## config.mk

```make
export PLATFORM = sky130hd
export DESIGN_NAME = block_transfer_sequencer_flat
export DESIGN_NICKNAME = d
export VERILOG_FILES = /design/src/rtl/block_transfer_sequencer_if.sv /design/src/rtl/block_transfer_sequencer.sv /design/src/flat_wrapper.sv
export SDC_FILE = /design/constraint.sdc
export NUM_CORES = 1
export LEC_CHECK = 0
export CAP_MARGIN = 20
export CELL_PAD_IN_SITES_DETAIL_PLACEMENT = 1
export CELL_PAD_IN_SITES_GLOBAL_PLACEMENT = 2
export CORE_UTILIZATION = 36
export DETAILED_ROUTE_END_ITERATION = 10
export DONT_BUFFER_PORTS = 1
export PLACE_DENSITY = 0.83
export SYNTH_ARGS = -nofsm -noshare
export SYNTH_HDL_FRONTEND = slang
export SYNTH_SLANG_ARGS = --single-unit
export TNS_END_PERCENT = 1
```

## constraint.sdc

```tcl
create_clock -name clk -period 3.6 [get_ports clk]
set_input_delay 0.54 -clock clk [delete_from_list [all_inputs] [get_ports clk]]
set_output_delay 0.54 -clock clk [all_outputs]
set_load 0.01 [all_outputs]
```

## src/rtl/block_transfer_sequencer_if.sv

```systemverilog
// block_transfer_sequencer_if: pipeline/regfile/memory signals of the LDM/STM sequencer
interface block_transfer_sequencer_if #(parameter int ADDRESS_LEN = 32, parameter int REG_COUNT = 16);
  logic                   start;
  logic                   is_load;
  logic                   inc;
  logic                   pre;
  logic [ADDRESS_LEN-1:0] base;
  logic [REG_COUNT-1:0]   reg_list;
  logic [3:0]             rf_src;
  logic [ADDRESS_LEN-1:0] rf_data;
  logic [3:0]             rf_dest;
  logic [ADDRESS_LEN-1:0] rf_wb_value;
  logic                   rf_wb_en;
  logic [ADDRESS_LEN-1:0] mem_addr;
  logic                   mem_rd;
  logic                   mem_wr;
  logic [ADDRESS_LEN-1:0] mem_wdata;
  logic [ADDRESS_LEN-1:0] mem_rdata;
  logic                   mem_ready;
  logic                   busy;
  logic                   done;
  logic [ADDRESS_LEN-1:0] final_addr;
  modport master (
    output start, is_load, inc, pre, base, reg_list, rf_data, mem_rdata, mem_ready,
    input  rf_src, rf_dest, rf_wb_value, rf_wb_en, mem_addr, mem_rd, mem_wr, mem_wdata,
           busy, done, final_addr
  );
  modport slave (
    input  start, is_load, inc, pre, base, reg_list, rf_data, mem_rdata, mem_ready,
    output rf_src, rf_dest, rf_wb_value, rf_wb_en, mem_addr, mem_rd, mem_wr, mem_wdata,
           busy, done, final_addr
  );
endinterface

```

## src/rtl/block_transfer_sequencer.sv

```systemverilog
// block_transfer_sequencer: walks an LDM/STM register list one memory beat per register
module block_transfer_sequencer #(
  parameter int ADDRESS_LEN = 32,
  parameter int REG_COUNT   = 16
) (
  input logic clk,
  input logic rst,
  block_transfer_sequencer_if.slave bus
);
  typedef enum logic [1:0] {IDLE, XFER, DONE} state_t;
  localparam int CW = $clog2(REG_COUNT + 1);
  state_t                 r_state, w_next;
  logic [REG_COUNT-1:0]   r_list;
  logic                   r_is_load;
  logic [ADDRESS_LEN-1:0] r_addr, r_final, w_scaled;
  logic [CW-1:0]          w_count;
  logic [3:0]             w_idx;
  logic                   w_last, w_st, w_ld;
  always_comb begin
    w_count = '0;
    for (int i = 0; i < REG_COUNT; i++) w_count = w_count + CW'(bus.reg_list[i]);
    w_idx = '0;
    for (int i = REG_COUNT - 1; i >= 0; i--) if (r_list[i]) w_idx = 4'(i);
  end
  assign w_scaled = ADDRESS_LEN'(w_count) << 2;
  // Only one bit left means this beat finishes the list
  assign w_last = (r_list & (r_list - 1'b1)) == '0;
  always_ff @(posedge clk or posedge rst)
    if (rst) r_state <= IDLE;
    else r_state <= w_next;
  always_comb begin
    w_next = r_state == IDLE ? (bus.start ? (w_count == '0 ? DONE : XFER) : IDLE) :
             r_state == XFER ? (bus.mem_ready && w_last ? DONE : XFER) : IDLE;
    w_st = r_state == XFER && !r_is_load;
    w_ld = r_state == XFER && r_is_load;
    bus.busy = r_state != IDLE;
    bus.done = r_state == DONE;
    bus.mem_addr = r_state == XFER ? r_addr : '0;
    bus.mem_wr = w_st;
    bus.mem_rd = w_ld;
    bus.rf_src = w_st ? w_idx : '0;
    bus.mem_wdata = w_st ? bus.rf_data : '0;
    bus.rf_dest = w_ld ? w_idx : '0;
    bus.rf_wb_en = w_ld && bus.mem_ready;
    bus.rf_wb_value = w_ld && bus.mem_ready ? bus.mem_rdata : '0;
  end
  assign bus.final_addr = r_final;
  always_ff @(posedge clk or posedge rst)
    if (rst) begin
      r_list <= '0;
      r_is_load <= 1'b0;
      r_addr <= '0;
      r_final <= '0;
    end else if (r_state == IDLE && bus.start) begin
      r_list <= bus.reg_list;
      r_is_load <= bus.is_load;
      // Lowest address first: decrementing blocks start below the base
      r_addr <= bus.inc ? bus.base + ADDRESS_LEN'(bus.pre ? 4 : 0)
                        : bus.base - w_scaled + ADDRESS_LEN'(bus.pre ? 0 : 4);
      r_final <= bus.inc ? bus.base + w_scaled : bus.base - w_scaled;
    end else if (r_state == XFER && bus.mem_ready) begin
      r_list <= r_list & (r_list - 1'b1);
      r_addr <= r_addr + ADDRESS_LEN'(4);
    end
endmodule

```

## src/flat_wrapper.sv

```systemverilog
// flat-port wrapper written by rule: the top's interface ports become plain ports
module block_transfer_sequencer_flat 
#(
  parameter int ADDRESS_LEN = 32,
  parameter int REG_COUNT   = 16
)
  (clk, rst, bus_start, bus_is_load, bus_inc, bus_pre, bus_base, bus_reg_list, bus_rf_data, bus_mem_rdata, bus_mem_ready, bus_rf_src, bus_rf_dest, bus_rf_wb_value, bus_rf_wb_en, bus_mem_addr, bus_mem_rd, bus_mem_wr, bus_mem_wdata, bus_busy, bus_done, bus_final_addr);
  block_transfer_sequencer_if #(.ADDRESS_LEN(ADDRESS_LEN), .REG_COUNT(REG_COUNT)) bus_i ();
  input logic clk;
  input logic rst;
  input wire logic [$bits(bus_i.start)-1:0] bus_start;
  input wire logic [$bits(bus_i.is_load)-1:0] bus_is_load;
  input wire logic [$bits(bus_i.inc)-1:0] bus_inc;
  input wire logic [$bits(bus_i.pre)-1:0] bus_pre;
  input wire logic [$bits(bus_i.base)-1:0] bus_base;
  input wire logic [$bits(bus_i.reg_list)-1:0] bus_reg_list;
  input wire logic [$bits(bus_i.rf_data)-1:0] bus_rf_data;
  input wire logic [$bits(bus_i.mem_rdata)-1:0] bus_mem_rdata;
  input wire logic [$bits(bus_i.mem_ready)-1:0] bus_mem_ready;
  output wire logic [$bits(bus_i.rf_src)-1:0] bus_rf_src;
  output wire logic [$bits(bus_i.rf_dest)-1:0] bus_rf_dest;
  output wire logic [$bits(bus_i.rf_wb_value)-1:0] bus_rf_wb_value;
  output wire logic [$bits(bus_i.rf_wb_en)-1:0] bus_rf_wb_en;
  output wire logic [$bits(bus_i.mem_addr)-1:0] bus_mem_addr;
  output wire logic [$bits(bus_i.mem_rd)-1:0] bus_mem_rd;
  output wire logic [$bits(bus_i.mem_wr)-1:0] bus_mem_wr;
  output wire logic [$bits(bus_i.mem_wdata)-1:0] bus_mem_wdata;
  output wire logic [$bits(bus_i.busy)-1:0] bus_busy;
  output wire logic [$bits(bus_i.done)-1:0] bus_done;
  output wire logic [$bits(bus_i.final_addr)-1:0] bus_final_addr;
  assign bus_i.start = bus_start;
  assign bus_i.is_load = bus_is_load;
  assign bus_i.inc = bus_inc;
  assign bus_i.pre = bus_pre;
  assign bus_i.base = bus_base;
  assign bus_i.reg_list = bus_reg_list;
  assign bus_i.rf_data = bus_rf_data;
  assign bus_i.mem_rdata = bus_mem_rdata;
  assign bus_i.mem_ready = bus_mem_ready;
  assign bus_rf_src = bus_i.rf_src;
  assign bus_rf_dest = bus_i.rf_dest;
  assign bus_rf_wb_value = bus_i.rf_wb_value;
  assign bus_rf_wb_en = bus_i.rf_wb_en;
  assign bus_mem_addr = bus_i.mem_addr;
  assign bus_mem_rd = bus_i.mem_rd;
  assign bus_mem_wr = bus_i.mem_wr;
  assign bus_mem_wdata = bus_i.mem_wdata;
  assign bus_busy = bus_i.busy;
  assign bus_done = bus_i.done;
  assign bus_final_addr = bus_i.final_addr;
  block_transfer_sequencer #(.ADDRESS_LEN(ADDRESS_LEN), .REG_COUNT(REG_COUNT)) u_core (.clk(clk), .rst(rst), .bus(bus_i));
endmodule
```

==> out/metrics.json <==
{
  "run_status": {
    "run_status": "complete, but fails checks",
    "failed_checks": "negative setup slack"
  },
  "global_route": {
    "number_of_global_route_vias_before_repair": 8746,
    "grt_max_degree": 69,
    "tot_gr_track_use": 0.306,
    "grt_antenna_before_repair": 12,
    "grt_overflow": 0,
    "grt_first_pass_wirelength_um": 54800
  },
  "detailed_routing": {
    "wirelength_um": 36800,
    "route.antenna.remaining_nets": 0,
    "drt_iter0_markers": 594,
    "routed-via-count": 8515,
    "first_pass_iteration_count_of_the_detailed_router": 5,
    "routed_via_density": 5.83,
    "wl_per_cell_um": 25.2,
    "drc_markers": 0
  },
  "clocking": {
    "post_cts_hold_buffer_count": 0,
    "cts-root-to-sink-buffers": 2,
    "worstSkewPairLatency_ns": 0.36,
    "clk_transition_reported_paths_ns": 0.08,
    "cts_tree": "yes",
    "cts.root.buffer_cell": "clkbuf_16",
    "htreeDepth": 3,
    "numClockSinks": 83,
    "tritoncts.num_buffers": 9
  },
  "die": {
    "die_height_um": 154,
    "ioPinCount": 260,
    "row_count": 55,
    "die_area_sq_um": 23800,
    "floorplan.core_area_sq_um": 22700,
    "die_width_um": 154,
    "floorplan.initialDensity": 0.368
  },
  "placed_design": {
    "number_of_instances_in_the_placed_design": 1431,
    "cell_area_reported_after_detailed_placement_sq_um": 9400,
    "dp_slack_ns": -3.06,
    "place.gp.congestion": 0.923,
    "dp.final_hpwl_um": 29000,
    "buffer_ports.inserted": 0
  },
  "cells_and_area": {
    "finalCoreUtilization": 0.443,
    "mostFrequentLayoutCells": "buf_4 (130), nand2_1 (117), nor2_1 (89)",
    "final_layout_size_suffix_gt1_frac": 0.212,
    "finalInstanceArea_sq_um": 10100,
    "layout_commonest_cell": "buf_4",
    "fill_cells": 2756,
    "multi_input_area_sq_um": 6150,
    "nets": 1312,
    "seqCellArea_sq_um": 2080,
    "flow.area_growth_from_synthesis_pct": 20.2,
    "final_cell_count_no_fill": 1461
  },
  "worst_setup_path": {
    "worstPathMaxFanout": 7,
    "critical_path.endpoint_type": "flip-flop",
    "reg2reg_from": "u_core.r_list[0]$_DFFE_PP0P_",
    "r2r-end": "u_core.r_state[0]$_DFF_PP0_",
    "worst_ep_arrival_time_ns": 6.39,
    "ff2ff_path_depth": 9,
    "worstSetupStartpointType": "input pin",
    "worstPathRequired_ns": 3.80,
    "ff2ff_setup_slack_ns": 0.53,
    "criticalPathCategory": "in -> reg"
  },
  "timing": {
    "final_min_period_over_clock_period": 1.72,
    "layout_setup_ws_ns": -2.59,
    "setup_repair_after_global_routing_missed_its_margin": "true",
    "finalMaxSlewViolations": 0,
    "finalHoldViolations": 0,
    "finalWorstPathRequiredPeriod_ns": 6.19,
    "whs_ns": 0.133,
    "timing.slew.headroom": 0.339,
    "worstMarginPinSlew_ns": 0.987,
    "timing.fmax_mhz": 162,
    "clock_skew_ns": 0.0121,
    "setup_violations": 62,
    "finalSetupTns_ns": -119.67
  },
  "pwr": {
    "sw_share": 0.503,
    "total_leakage_power_nw": 4.21,
    "power_report.internal_total_mw": 4.22,
    "total_power_mw": 8.49,
    "clock_power_share": 0.111,
    "power-per-cell-area_nw_per_um2": 844,
    "p_sw_mw": 4.27,
    "ir_worst_vdd_mv": 0.361,
    "sequentialPowerShare": 0.229,
    "power.share.combinational": 0.660
  },
  "yosys": {
    "synthDominantCellAreaShare": 0.248,
    "netlist_area_sq_um": 8360,
    "asyncSetResetFlopFracSynth": 1.00,
    "ys_seq_area_frac": 0.248,
    "synth_flop_cell": "dfrtp_1",
    "synthesized_instance_count": 1094,
    "post_synth.cell_area_avg_sq_um": 7.64,
    "synth-warning-count": 0,
    "synth.largest_area_cell": "dfrtp_1",
    "yosys_register_bits": 83,
    "synth_enable_flop_cells": 0,
    "postSynthNetCount": 1246,
    "area_contributors_post_synth": "dfrtp_1 (25%), xnor2_1 (6.3%), nand2_1 (5.4%), xor2_1 (5.2%), and2_1 (5.2%)",
    "synthDistinctLibCells": 82
  },
  "flow_run": {
    "number_of_maximum_capacitance_violations": 0
  },
  "min_path": {
    "worstHoldPathType": "in -> async"
  }
}
==> worst max path at each step <==
stage / startpoint / to / slack, ns / cells after the start
finish: bus_reg_list[1] / u_core.r_addr[19]$_DFFE_PP0P_ / -2.59 / 21
global route: bus_reg_list[1] / u_core.r_addr[19]$_DFFE_PP0P_ / -2.74 / 22
CTS: bus_reg_list[0] / u_core.r_addr[19]$_DFFE_PP0P_ / -2.56 / 21
detailed placement: bus_reg_list[0] / u_core.r_addr[19]$_DFFE_PP0P_ / -3.06 / 21
global placement: bus_reg_list[0] / u_core.r_addr[18]$_DFFE_PP0P_ / -2.98 / 23
floorplan: bus_reg_list[0] / u_core.r_addr[19]$_DFFE_PP0P_ / -2.76 / 22
==> cell usage after synthesis, drive strengths merged, types with 7 or more instances <==
library cell and number:
nand2 122, nor2 94, o21ai 92, dfrtp 83
and2 69, clkbuf 60, xnor2 60, xor2 52
and3 44, inv 44, nand3 44, a21oi 43
nand4 32, nor3 29, ha 21, buf 17
o22ai 14, or3 13, fa 12, nor4 11
a31oi 10, nor2b 10, a21o 9, and4 8
mux2i 8, o31ai 8, a22o 7, o21a 7
==> state kept, by name (all words and copies together), names as in the netlist <==
signal	flops
u_core.r_state	2
u_core.bus.final_addr	32
u_core.r_addr	32
u_core.r_list	16
u_core.r_is_load	1
==> logic make-up after synthesis <==
family | synth area share
buffers and inverters | 0.0579
adders and majority gates | 0.0637
muxes | 0.0109
DFF | 0.248
and+or+nand+nor | 0.319
xor gates and xnor gates | 0.119
AOI/OAI and AO/OA | 0.180
==> layout make-up <==
| type | count | share of cell area |
|---|---|---|
| Antenna cell | 12 | 0.00299 |
| Clock buffer | 9 | 0.0224 |
| Clock inverter | 6 | 0.00498 |
| Inverter | 44 | 0.0166 |
| Multi-Input combinational cell | 890 | 0.612 |
| Sequential cell | 83 | 0.207 |
| Tap cell | 285 | 0.0355 |
| Timing Repair Buffer | 132 | 0.0993 |
==> critical path, cell delays in order <==
cell,delay (ns)
ha_4,0.24
inv_2,0.03
fa_1,0.49
inv_2,0.04
fa_1,0.47
fa_1,0.53
inv_2,0.04
fa_1,0.45
fa_2,0.38
fa_2,0.57
inv_2,0.07
ha_4,0.22
o21ba_4,0.23
or4_4,0.51
nand3_4,0.14
nand3_1,0.11
a211o_4,0.40
o31a_1,0.31
a221oi_2,0.19
xor2_1,0.26
o221ai_1,0.16
==> metal layers <==
| layer | wire length (um) | share of wire | track usage | vias to the layer above |
|---|---|---|---|---|
| li1 | - | - | - | 3958 |
| met1 | 15400 | 0.42 | 0.381 | 4175 |
| met2 | 17500 | 0.48 | 0.504 | 327 |
| met3 | 2250 | 0.061 | 0.0555 | 55 |
| met4 | 1620 | 0.044 | 0.163 | 0 |
| met5 | 0 | 0 | 0 | - |
==> repair_timing <==
| action | CTS | global route |
|---|---|---|
| resized for setup | 56 | 22 |
| buffers inserted | 0 | 3 |
| pin swaps | 19 | 7 |
| endpoints found under the setup margin | 62 | 62 |
==> power groups by stage <==
stage               registers (mW)  logic [mW]  clock network, mW
floorplan                     1.77        3.39                  0
global placement              1.93        5.10                  0
detailed placement            1.95        5.20                  0
CTS                           1.94        5.52              0.954
global route                  2.00        6.11              0.983
finish                        1.95        5.60              0.943
No activity file was read; power rests on OpenSTA's default activity.
